## src/rtl/clock_divider_prog_if.sv

```systemverilog
// Control/status bundle for clock_divider_prog; the master drives enable and loads, the slave reports state.
// CLKDIV_DUTY_EN adds high_cnt/cur_high for a programmable high time.
interface clock_divider_prog_if #(
  parameter int DIV_WIDTH = 8
);
  logic                 en;
  logic [DIV_WIDTH-1:0] div;
  logic                 div_load;
  logic                 div_busy;
  logic [DIV_WIDTH-1:0] cur_div;
  logic                 clk_out;
  logic                 period_start;
`ifdef CLKDIV_DUTY_EN
  logic [DIV_WIDTH-1:0] high_cnt;
  logic [DIV_WIDTH-1:0] cur_high;

  modport master (
    output en, div, div_load, high_cnt,
    input  div_busy, cur_div, clk_out, period_start, cur_high
  );
  modport slave (
    input  en, div, div_load, high_cnt,
    output div_busy, cur_div, clk_out, period_start, cur_high
  );
`else
  modport master (
    output en, div, div_load,
    input  div_busy, cur_div, clk_out, period_start
  );
  modport slave (
    input  en, div, div_load,
    output div_busy, cur_div, clk_out, period_start
  );
`endif
endinterface

```

## src/rtl/clock_divider_prog.sv

```systemverilog
// Programmable posedge clock divider; all outputs registered, divisor changes land only on a period wrap.
// Loads handshake through div_busy (loads ignored while busy); CLKDIV_DUTY_EN enables programmable high time.
module clock_divider_prog #(
  parameter int   DIV_WIDTH   = 8,
  parameter int   DIV_DEFAULT = 2,
  parameter logic OUT_INIT    = 1'b1
) (
  input  logic                 clk_in,
  input  logic                 reset,
  clock_divider_prog_if.slave  bus
);

  localparam int DIV_MAX   = (1 << DIV_WIDTH) - 1;
  localparam int DEF_CLAMP = (DIV_DEFAULT < 2) ? 2 :
                             ((DIV_DEFAULT > DIV_MAX) ? DIV_MAX : DIV_DEFAULT);
  localparam logic [DIV_WIDTH-1:0] DIV_RST  = DIV_WIDTH'(DEF_CLAMP);
  localparam logic [DIV_WIDTH-1:0] ONE      = DIV_WIDTH'(1);
  localparam logic [DIV_WIDTH-1:0] TWO      = DIV_WIDTH'(2);

  function automatic logic [DIV_WIDTH-1:0] clamp_div(input logic [DIV_WIDTH-1:0] v);
    return (v < TWO) ? TWO : v;
  endfunction

  logic [DIV_WIDTH-1:0] cnt_q, cnt_d;
  logic [DIV_WIDTH-1:0] cur_div_q, cur_div_d;
  logic [DIV_WIDTH-1:0] pend_div_q, pend_div_d;
  logic                 div_busy_q, div_busy_d;
  logic                 period_start_q, period_start_d;
  logic                 clk_out_q, clk_out_d;
  logic [DIV_WIDTH:0]   high_nxt;
  logic                 wrap;

`ifdef CLKDIV_DUTY_EN
  localparam logic [DIV_WIDTH-1:0] HIGH_RST = DIV_WIDTH'((DEF_CLAMP + 1) / 2);

  // High time must leave at least one cycle in each phase.
  function automatic logic [DIV_WIDTH-1:0] clamp_high(input logic [DIV_WIDTH-1:0] h,
                                                      input logic [DIV_WIDTH-1:0] d);
    if (h == '0)
      return ONE;
    else if (h >= d)
      return d - ONE;
    else
      return h;
  endfunction

  logic [DIV_WIDTH-1:0] cur_high_q, cur_high_d;
  logic [DIV_WIDTH-1:0] pend_high_q, pend_high_d;
`endif

  assign wrap = (cnt_q == (cur_div_q - ONE));

  always_comb begin
    cnt_d          = cnt_q;
    cur_div_d      = cur_div_q;
    pend_div_d     = pend_div_q;
    div_busy_d     = div_busy_q;
    period_start_d = 1'b0;
`ifdef CLKDIV_DUTY_EN
    cur_high_d     = cur_high_q;
    pend_high_d    = pend_high_q;
`endif
    if (bus.en) begin
      if (wrap) begin
        cnt_d          = '0;
        period_start_d = 1'b1;
        if (div_busy_q) begin
          cur_div_d  = pend_div_q;
          div_busy_d = 1'b0;
`ifdef CLKDIV_DUTY_EN
          cur_high_d = pend_high_q;
`endif
        end
      end else begin
        cnt_d = cnt_q + ONE;
      end
    end
    // Uses the old busy flag, so a load coinciding with a wrap waits for the next one.
    if (bus.div_load && !div_busy_q) begin
      pend_div_d  = clamp_div(bus.div);
      div_busy_d  = 1'b1;
`ifdef CLKDIV_DUTY_EN
      pend_high_d = clamp_high(bus.high_cnt, clamp_div(bus.div));
`endif
    end
`ifdef CLKDIV_DUTY_EN
    high_nxt = {1'b0, cur_high_d};
`else
    high_nxt = ({1'b0, cur_div_d} + {{DIV_WIDTH{1'b0}}, 1'b1}) >> 1;
`endif
    clk_out_d = ({1'b0, cnt_d} < high_nxt) ? OUT_INIT : ~OUT_INIT;
  end

  always_ff @(posedge clk_in or posedge reset) begin
    if (reset) begin
      cnt_q          <= '0;
      cur_div_q      <= DIV_RST;
      pend_div_q     <= DIV_RST;
      div_busy_q     <= 1'b0;
      period_start_q <= 1'b0;
      clk_out_q      <= OUT_INIT;
`ifdef CLKDIV_DUTY_EN
      cur_high_q     <= HIGH_RST;
      pend_high_q    <= HIGH_RST;
`endif
    end else begin
      cnt_q          <= cnt_d;
      cur_div_q      <= cur_div_d;
      pend_div_q     <= pend_div_d;
      div_busy_q     <= div_busy_d;
      period_start_q <= period_start_d;
      clk_out_q      <= clk_out_d;
`ifdef CLKDIV_DUTY_EN
      cur_high_q     <= cur_high_d;
      pend_high_q    <= pend_high_d;
`endif
    end
  end

  assign bus.div_busy     = div_busy_q;
  assign bus.cur_div      = cur_div_q;
  assign bus.clk_out      = clk_out_q;
  assign bus.period_start = period_start_q;
`ifdef CLKDIV_DUTY_EN
  assign bus.cur_high     = cur_high_q;
`endif

endmodule

```

## src/flat_wrapper.sv

```systemverilog
// flat-port wrapper written by rule: the top's interface ports become plain ports
module clock_divider_prog_flat 
#(
  parameter int   DIV_WIDTH   = 8,
  parameter int   DIV_DEFAULT = 2,
  parameter logic OUT_INIT    = 1'b1
)
  (clk_in, reset, bus_en, bus_div, bus_div_load, bus_div_busy, bus_cur_div, bus_clk_out, bus_period_start);
  clock_divider_prog_if #(.DIV_WIDTH(DIV_WIDTH)) bus_i ();
  input  logic clk_in;
  input  logic reset;
  input wire logic [$bits(bus_i.en)-1:0] bus_en;
  input wire logic [$bits(bus_i.div)-1:0] bus_div;
  input wire logic [$bits(bus_i.div_load)-1:0] bus_div_load;
  output wire logic [$bits(bus_i.div_busy)-1:0] bus_div_busy;
  output wire logic [$bits(bus_i.cur_div)-1:0] bus_cur_div;
  output wire logic [$bits(bus_i.clk_out)-1:0] bus_clk_out;
  output wire logic [$bits(bus_i.period_start)-1:0] bus_period_start;
  assign bus_i.en = bus_en;
  assign bus_i.div = bus_div;
  assign bus_i.div_load = bus_div_load;
  assign bus_div_busy = bus_i.div_busy;
  assign bus_cur_div = bus_i.cur_div;
  assign bus_clk_out = bus_i.clk_out;
  assign bus_period_start = bus_i.period_start;
  clock_divider_prog #(.DIV_WIDTH(DIV_WIDTH), .DIV_DEFAULT(DIV_DEFAULT), .OUT_INIT(OUT_INIT)) u_core (.clk_in(clk_in), .reset(reset), .bus(bus_i));
endmodule
```

## config.mk

```make
export PLATFORM = sky130hd
export DESIGN_NAME = clock_divider_prog_flat
export DESIGN_NICKNAME = d
export VERILOG_FILES = /design/src/rtl/clock_divider_prog_if.sv /design/src/rtl/clock_divider_prog.sv /design/src/flat_wrapper.sv
export SDC_FILE = /design/constraint.sdc
export NUM_CORES = 1
export LEC_CHECK = 0
export BUFFER_PORTS_ARGS = -buffer_cell sky130_fd_sc_hd__buf_2
export CAP_MARGIN = 30
export CELL_PAD_IN_SITES_DETAIL_PLACEMENT = 2
export CELL_PAD_IN_SITES_GLOBAL_PLACEMENT = 2
export CORE_ASPECT_RATIO = 1.25
export CORE_MARGIN = 1.5
export CORE_UTILIZATION = 33
export CTS_CLUSTER_DIAMETER = 60
export CTS_CLUSTER_SIZE = 40
export DETAILED_ROUTE_END_ITERATION = 10
export PLACE_DENSITY_LB_ADDON = 0.25
export SLEW_MARGIN = 25
export SYNTH_ARGS = -nofsm -noshare
export SYNTH_HDL_FRONTEND = slang
export SYNTH_SLANG_ARGS = --single-unit
```

## constraint.sdc

```tcl
create_clock -name clk_in -period 3.7 [get_ports clk_in]
set_input_delay 0.74 -clock clk_in [delete_from_list [all_inputs] [get_ports clk_in]]
set_output_delay 0.74 -clock clk_in [all_outputs]
set_load 0.05 [all_outputs]
```

Word level (Yosys, flattened, before mapping)
Index checks and enable logic that the tools add are counted.
{"block": "totals", "ff_bits": 27, "inputBits": 12, "wordCells": 29}
{"block": "classes", "add_sub_neg": 3, "n_lt_le_gt_ge": 2, "eq_ne": 1, "mux": 12, "n_reduce_logical": 5}
{"op": "8-bit 2-to-1 mux", "count": 6}
{"op": "8-bit by 1-bit adder with 9-bit output, second input constant", "count": 1}
{"op": "8-bit by 1-bit adder with 8-bit output, second input constant", "count": 1}
{"op": "8-bit == test", "count": 1}
{"op": "8-bit by 2-bit < comparator with 1-bit output, second input constant", "count": 1}
{"op": "8-bit < comparator", "count": 1}
{"op": "8-bit by 1-bit subtractor with 8-bit output, second input constant", "count": 1}
{"op": "1-bit 2-to-1 mux", "count": 6}
{"op": "2-bit nonzero test", "count": 2}
{"op": "2-bit AND reduction", "count": 1}
{"op": "1-bit logical AND", "count": 1}
{"op": "1-bit zero test", "count": 1}

Logic depth before layout (Yosys ltp)
{"block": "logic_depth", "word_depth": 7, "depth_mapped": 21, "depth_no_buf": 18}

Worst setup path after synthesis
OpenSTA, ideal clock, no wires.
{"block": "synth_path", "kind": "reg2reg", "from": "register u_core.cur_div_q[0] (netlist: u_core.bus.cur_div[0])", "to": "register u_core.clk_out_q (netlist: u_core.bus.clk_out)", "setup_ps": 89, "t_arrival_ps": 4037, "required_time_ps": 3611, "slack_ps": -426, "stages_incl_launch_ff": 21, "n_path_buf": 3, "path_cell_list": "dfrtp_1 buf_6 inv_1 ha_1 xor2_1 o211ai_1 or4_1 a211o_1 buf_6 buf_6 o21ai_0 ha_1 nand3_1 xnor2_1 mux2i_1 ha_1 a21oi_1 nor2b_1 o21ai_0 o31ai_1 a211oi_1"}
{"block": "synth_between", "elab_chain_len": 7, "word_cells_on_any_way": 10}
{"item": "from (decl)", "line_no": "clock_divider_prog.sv:25", "source": "logic [DIV_WIDTH-1:0] cur_div_q, cur_div_d;"}
{"item": "from (signal assigned)", "line_no": "clock_divider_prog.sv:108", "source": "cur_div_q <= cur_div_d;"}
{"item": "8-bit by 1-bit subtractor with 8-bit output", "line_no": "clock_divider_prog.sv:51", "source": "assign wrap = (cnt_q == (cur_div_q - ONE));"}
{"item": "8-bit == test", "line_no": "clock_divider_prog.sv:51"}
{"item": "8-bit 2-to-1 mux", "line_no": "clock_divider_prog.sv:64", "source": "if (wrap) begin"}
{"item": "8-bit 2-to-1 mux (*)", "line_no": "clock_divider_prog.sv:63", "source": "if (bus.en) begin"}
{"item": "net u_core.cur_div_d[0]", "line_no": "clock_divider_prog.sv:25"}
{"item": "8-bit by 1-bit adder with 9-bit output (*)", "line_no": "clock_divider_prog.sv:89", "source": "high_nxt = ({1'b0, cur_div_d} + {{DIV_WIDTH{1'b0}}, 1'b1}) >> 1;"}
{"item": "8-bit < comparator (*)", "line_no": "clock_divider_prog.sv:91", "source": "clk_out_d = ({1'b0, cnt_d} < high_nxt) ? OUT_INIT : ~OUT_INIT;"}
{"item": "1-bit 2-to-1 mux (*)", "line_no": "clock_divider_prog.sv:91"}
{"item": "net u_core.clk_out_d", "line_no": "clock_divider_prog.sv:29", "source": "logic clk_out_q, clk_out_d;"}
{"item": "to (signal assigned)", "line_no": "clock_divider_prog.sv:112", "source": "clk_out_q <= clk_out_d;"}
{"item": "to (decl)", "line_no": "clock_divider_prog.sv:29"}
Mark *: on every way through the listed nets, which the timed path passes. The rest lies on a longest branch.
A chain may end at the register's enable or synchronous reset.

Worst setup path after layout
{"block": "layout_path", "from": "register u_core.cur_div_q[1] (netlist: u_core.bus.cur_div[1])", "to": "register u_core.clk_out_q (netlist: u_core.bus.clk_out)"}
Same word-level chain as after synthesis.

==> key figures <==
Route
  • Drt initial violations: ~60
  • DRC: 0
  • Routed via count: between 1500 and 2000
  • Total Wirelength: between 5000 and 6000 µm
  • Avg WL per Cell: between 20 and 25 µm
  • Avg Vias per Cell: between 5 and 6
  • Drt pass-1 iters: 2
  • ANT nets after route: 0

Floorplan
  • Initial Util: 0.343
  • Core region area: roughly 5400 µm²
  • Total die area: ~6000 µm²
  • Horiz. Die Dim: around 70 µm
  • # IOs: 23
  • Row Count: 30
  • Vert. Die Dim: 86.8 µm

Logic synthesis
  • Post-synth EDFFs: 0
  • Mapped cell area: 1850 µm²
  • Post-Synthesis Cells: about 190
  • Most frequent cell after synthesis: dfrtp_1
  • Register area share after synthesis: 0.367
  • Most common flop cell mapped by yosys: dfrtp_1
  • Yosys warnings: 0
  • Yosys reg bits: 27
  • Ranking of synthesized cells by area: dfrtp_1, xnor2_1, ha_1
  • Mean Syn Cell Area: 9.85 µm²
  • Post-synth ARST share: 1.00
  • Yosys top cell area share: 0.324
  • Post-Synthesis Net Count: between 200 and 250
  • Area leader, netlist: dfrtp_1
  • Synth top cells by count: dfrtp_1, xnor2_1, nand3_1
  • Cell variety after synth: 46

Global routing
  • Largest net degree at the start of global routing: 28
  • Initial antenna violation count: 0
  • Grt total ovfl: 0
  • Vias in the first global route: between 1500 and 2000
  • Tot GR Track Use: 0.201
  • First-pass GRT wire length: 9270 µm

STA
  • Final period utilization: 1.06
  • RSZ-0062 raised after global routing: yes
  • Slew margin rel.: 0.473
  • Hold Vio Cnt, Final: 0
  • Final min period: about 3.9 ns
  • TNS Setup: -0.213 ns
  • Worst hold slack: around 0.51 ns
  • Max Slew Vio Count: 0
  • Highest Clock Rate: roughly 260 MHz
  • Worst-Margin Slew: between 0.7 and 0.8 ns
  • Final setup fails: 1
  • Final Skew: 0.00398 ns
  • Final worst slack: -0.213 ns

Worst setup path
  • Reg2reg end: u_core.bus.clk_out$_DFF_PP1_
  • Critical Path End: u_core.bus.clk_out$_DFF_PP1_
  • Beginning of the critical path: u_core.bus.cur_div[1]$_DFF_PP1_
  • Critical path class: reg -> reg
  • CP Max Fanout: 5
  • Data required, critical path: around 3.9 ns
  • R2R cell count: 16
  • Worst EP arrival: about 4.1 ns
  • Nature of the critical path endpoint: flop
  • Worst R2R Start: u_core.bus.cur_div[1]$_DFF_PP1_
  • Setup crit start kind: flop
  • Reg2Reg Setup Slack: -0.21 ns

Clocking
  • Clk sinks: 27
  • TritonCTS clock tree: done
  • Post-CTS Hold Fix Bufs: 0
  • CTS Buffer Depth: 2
  • Clock-pin slew on the worst setup and hold paths: 0.10 ns
  • H-tree depth: 1
  • TritonCTS Buffers: 3
  • Clk Latency, worst-skew pair: 0.27 ns
  • Clk root buf: clkbuf_8

Pwr
  • Power per Cell Area: ~390 nW/µm²
  • Logic gate share of total power: 0.343
  • Pint: approximately 550 µW
  • Power share of the clock group: 0.197
  • Total leakage power: roughly 1.0 nW
  • Net switching fraction of the power: 0.374
  • Worst VDD drop: 176 µV
  • Reg power frac: 0.460
  • Net switching power: about 330 µW

Final layout
  • Post-layout util: 0.414
  • Layout cells sized above 1: 0.342
  • N_diodes: 0
  • Filler cells: 612
  • Nets@finish: 242
  • Area Overhead vs Synth: 20.7%

Flow run
  • Max Cap Viol: 0

Outcome
  • Failing checks: setup timing
  • Status: finished, violations left

Place
  • Gpl congestion: 0.849
  • Hpwl dp: 4660 µm
  • Buffers on Ports: 22

Min path
  • Worst hold path type: in -> async
## how the worst min path moves through the flow
stage / from / to / slack [ns] / depth (start not counted)
finish: reset / u_core.cnt_q[3]$_DFF_PP0_ / 0.51 / 2
global route: reset / u_core.cnt_q[3]$_DFF_PP0_ / 0.55 / 2
CTS: reset / u_core.bus.cur_div[2]$_DFF_PP0_ / 0.53 / 2
detailed placement: u_core.pend_div_q[1]$_DFFE_PP1P_ / u_core.pend_div_q[1]$_DFFE_PP1P_ / 0.57 / 2
global placement: u_core.pend_div_q[1]$_DFFE_PP1P_ / u_core.pend_div_q[1]$_DFFE_PP1P_ / 0.53 / 2
floorplan: u_core.pend_div_q[1]$_DFFE_PP1P_ / u_core.pend_div_q[1]$_DFFE_PP1P_ / 0.50 / 2
## registers in the layout (all words and copies together), names as in the netlist
name                     count
u_core.bus.cur_div           8
u_core.cnt_q                 8
u_core.pend_div_q            8
u_core.bus.clk_out           1
u_core.bus.div_busy          1
u_core.bus.period_start      1
## metal layers
metal	vias to the layer above	GRT usage	part of all wire
li1	726	-	-
met1	788	0.210	0.38
met2	27	0.397	0.57
met3	13	0.0279	0.023
met4	0	0.0839	0.030
met5	-	0	0
## cell families (layout without fill, tap and decap cells)
family | Yosys count | after routing | synth area share
compound gates | 28 | 28 | 0.0993
mux | 19 | 19 | 0.116
buf+inv | 19 | 50 | 0.0527
simple gates | 63 | 63 | 0.190
flops | 27 | 27 | 0.367
xor+xnor | 22 | 22 | 0.108
fa+ha+maj | 10 | 10 | 0.0676
## critical path, cell delays in order (launching register included)
cell and delay, ns:
dfstp_4 0.62, inv_1 0.04, ha_1 0.28, xor2_1 0.16, o211ai_1 0.13, or4_4 0.53, a211o_4 0.33, mux2_4 0.34
ha_4 0.19, buf_12 0.13, nand3_1 0.09, xnor2_1 0.14, mux2i_1 0.13, ha_1 0.30, nor2_2 0.12, nor3_1 0.07
a211oi_1 0.23
## cell type report
| type | instances | area (µm²) | area share |
|---|---|---|---|
| sequential | 27 | 684 | 0.306 |
| inverter | 10 | 37.5 | 0.0168 |
| clock inverter | 1 | 7.51 | 0.00336 |
| clock buffer | 3 | 41.3 | 0.0185 |
| timing repair buffer | 36 | 228 | 0.102 |
| tap | 64 | 80.1 | 0.0358 |
| multi-input combinational | 142 | 1160 | 0.518 |
## cell usage in the layout, fill, tap and decap left out, drive strengths merged, types with 3 or more instances in the layout
cell type,instances
buf,36
dfrtp,24
xnor2,17
nand3,13
mux2,13
nand2,11
nor2,10
inv,10
ha,10
o21ai,8
mux2i,6
xor2,5
and3,5
a21oi,5
nor3,4
nand4,3
nand2b,3
o22ai,3
clkbuf,3
dfstp,3
## what timing repair did
item	CTS	global route
setup endpoints to repair	1	1
cloned	0	0
buffers inserted	0	0
gates resized for setup	8	4
pin swaps	0	1
## stage by stage
stage / setup WS, ns / power, mW / area (µm²) / std cells
after global placement: -0.0272 / 0.655 / 2130 / 279
after detailed placement: -0.311 / 0.691 / 2130 / 279
after floorplan: -0.121 / 0.585 / 1890 / 188
final: -0.213 / 0.877 / 2240 / 283
after global routing: -0.364 / 0.938 / 2240 / 283
after CTS: -0.235 / 0.878 / 2210 / 283
## power by group through the flow
stage,clock (mW),sequential [mW],combinational (mW)
6_report,0.172,0.403,0.301
5_1_grt,0.188,0.412,0.338
4_1_cts,0.178,0.405,0.295
3_5_place_dp,0,0.410,0.281
3_3_place_gp,0,0.403,0.252
2_1_floorplan,0,0.398,0.187
Note: power is estimated with default switching activity, not from simulation.
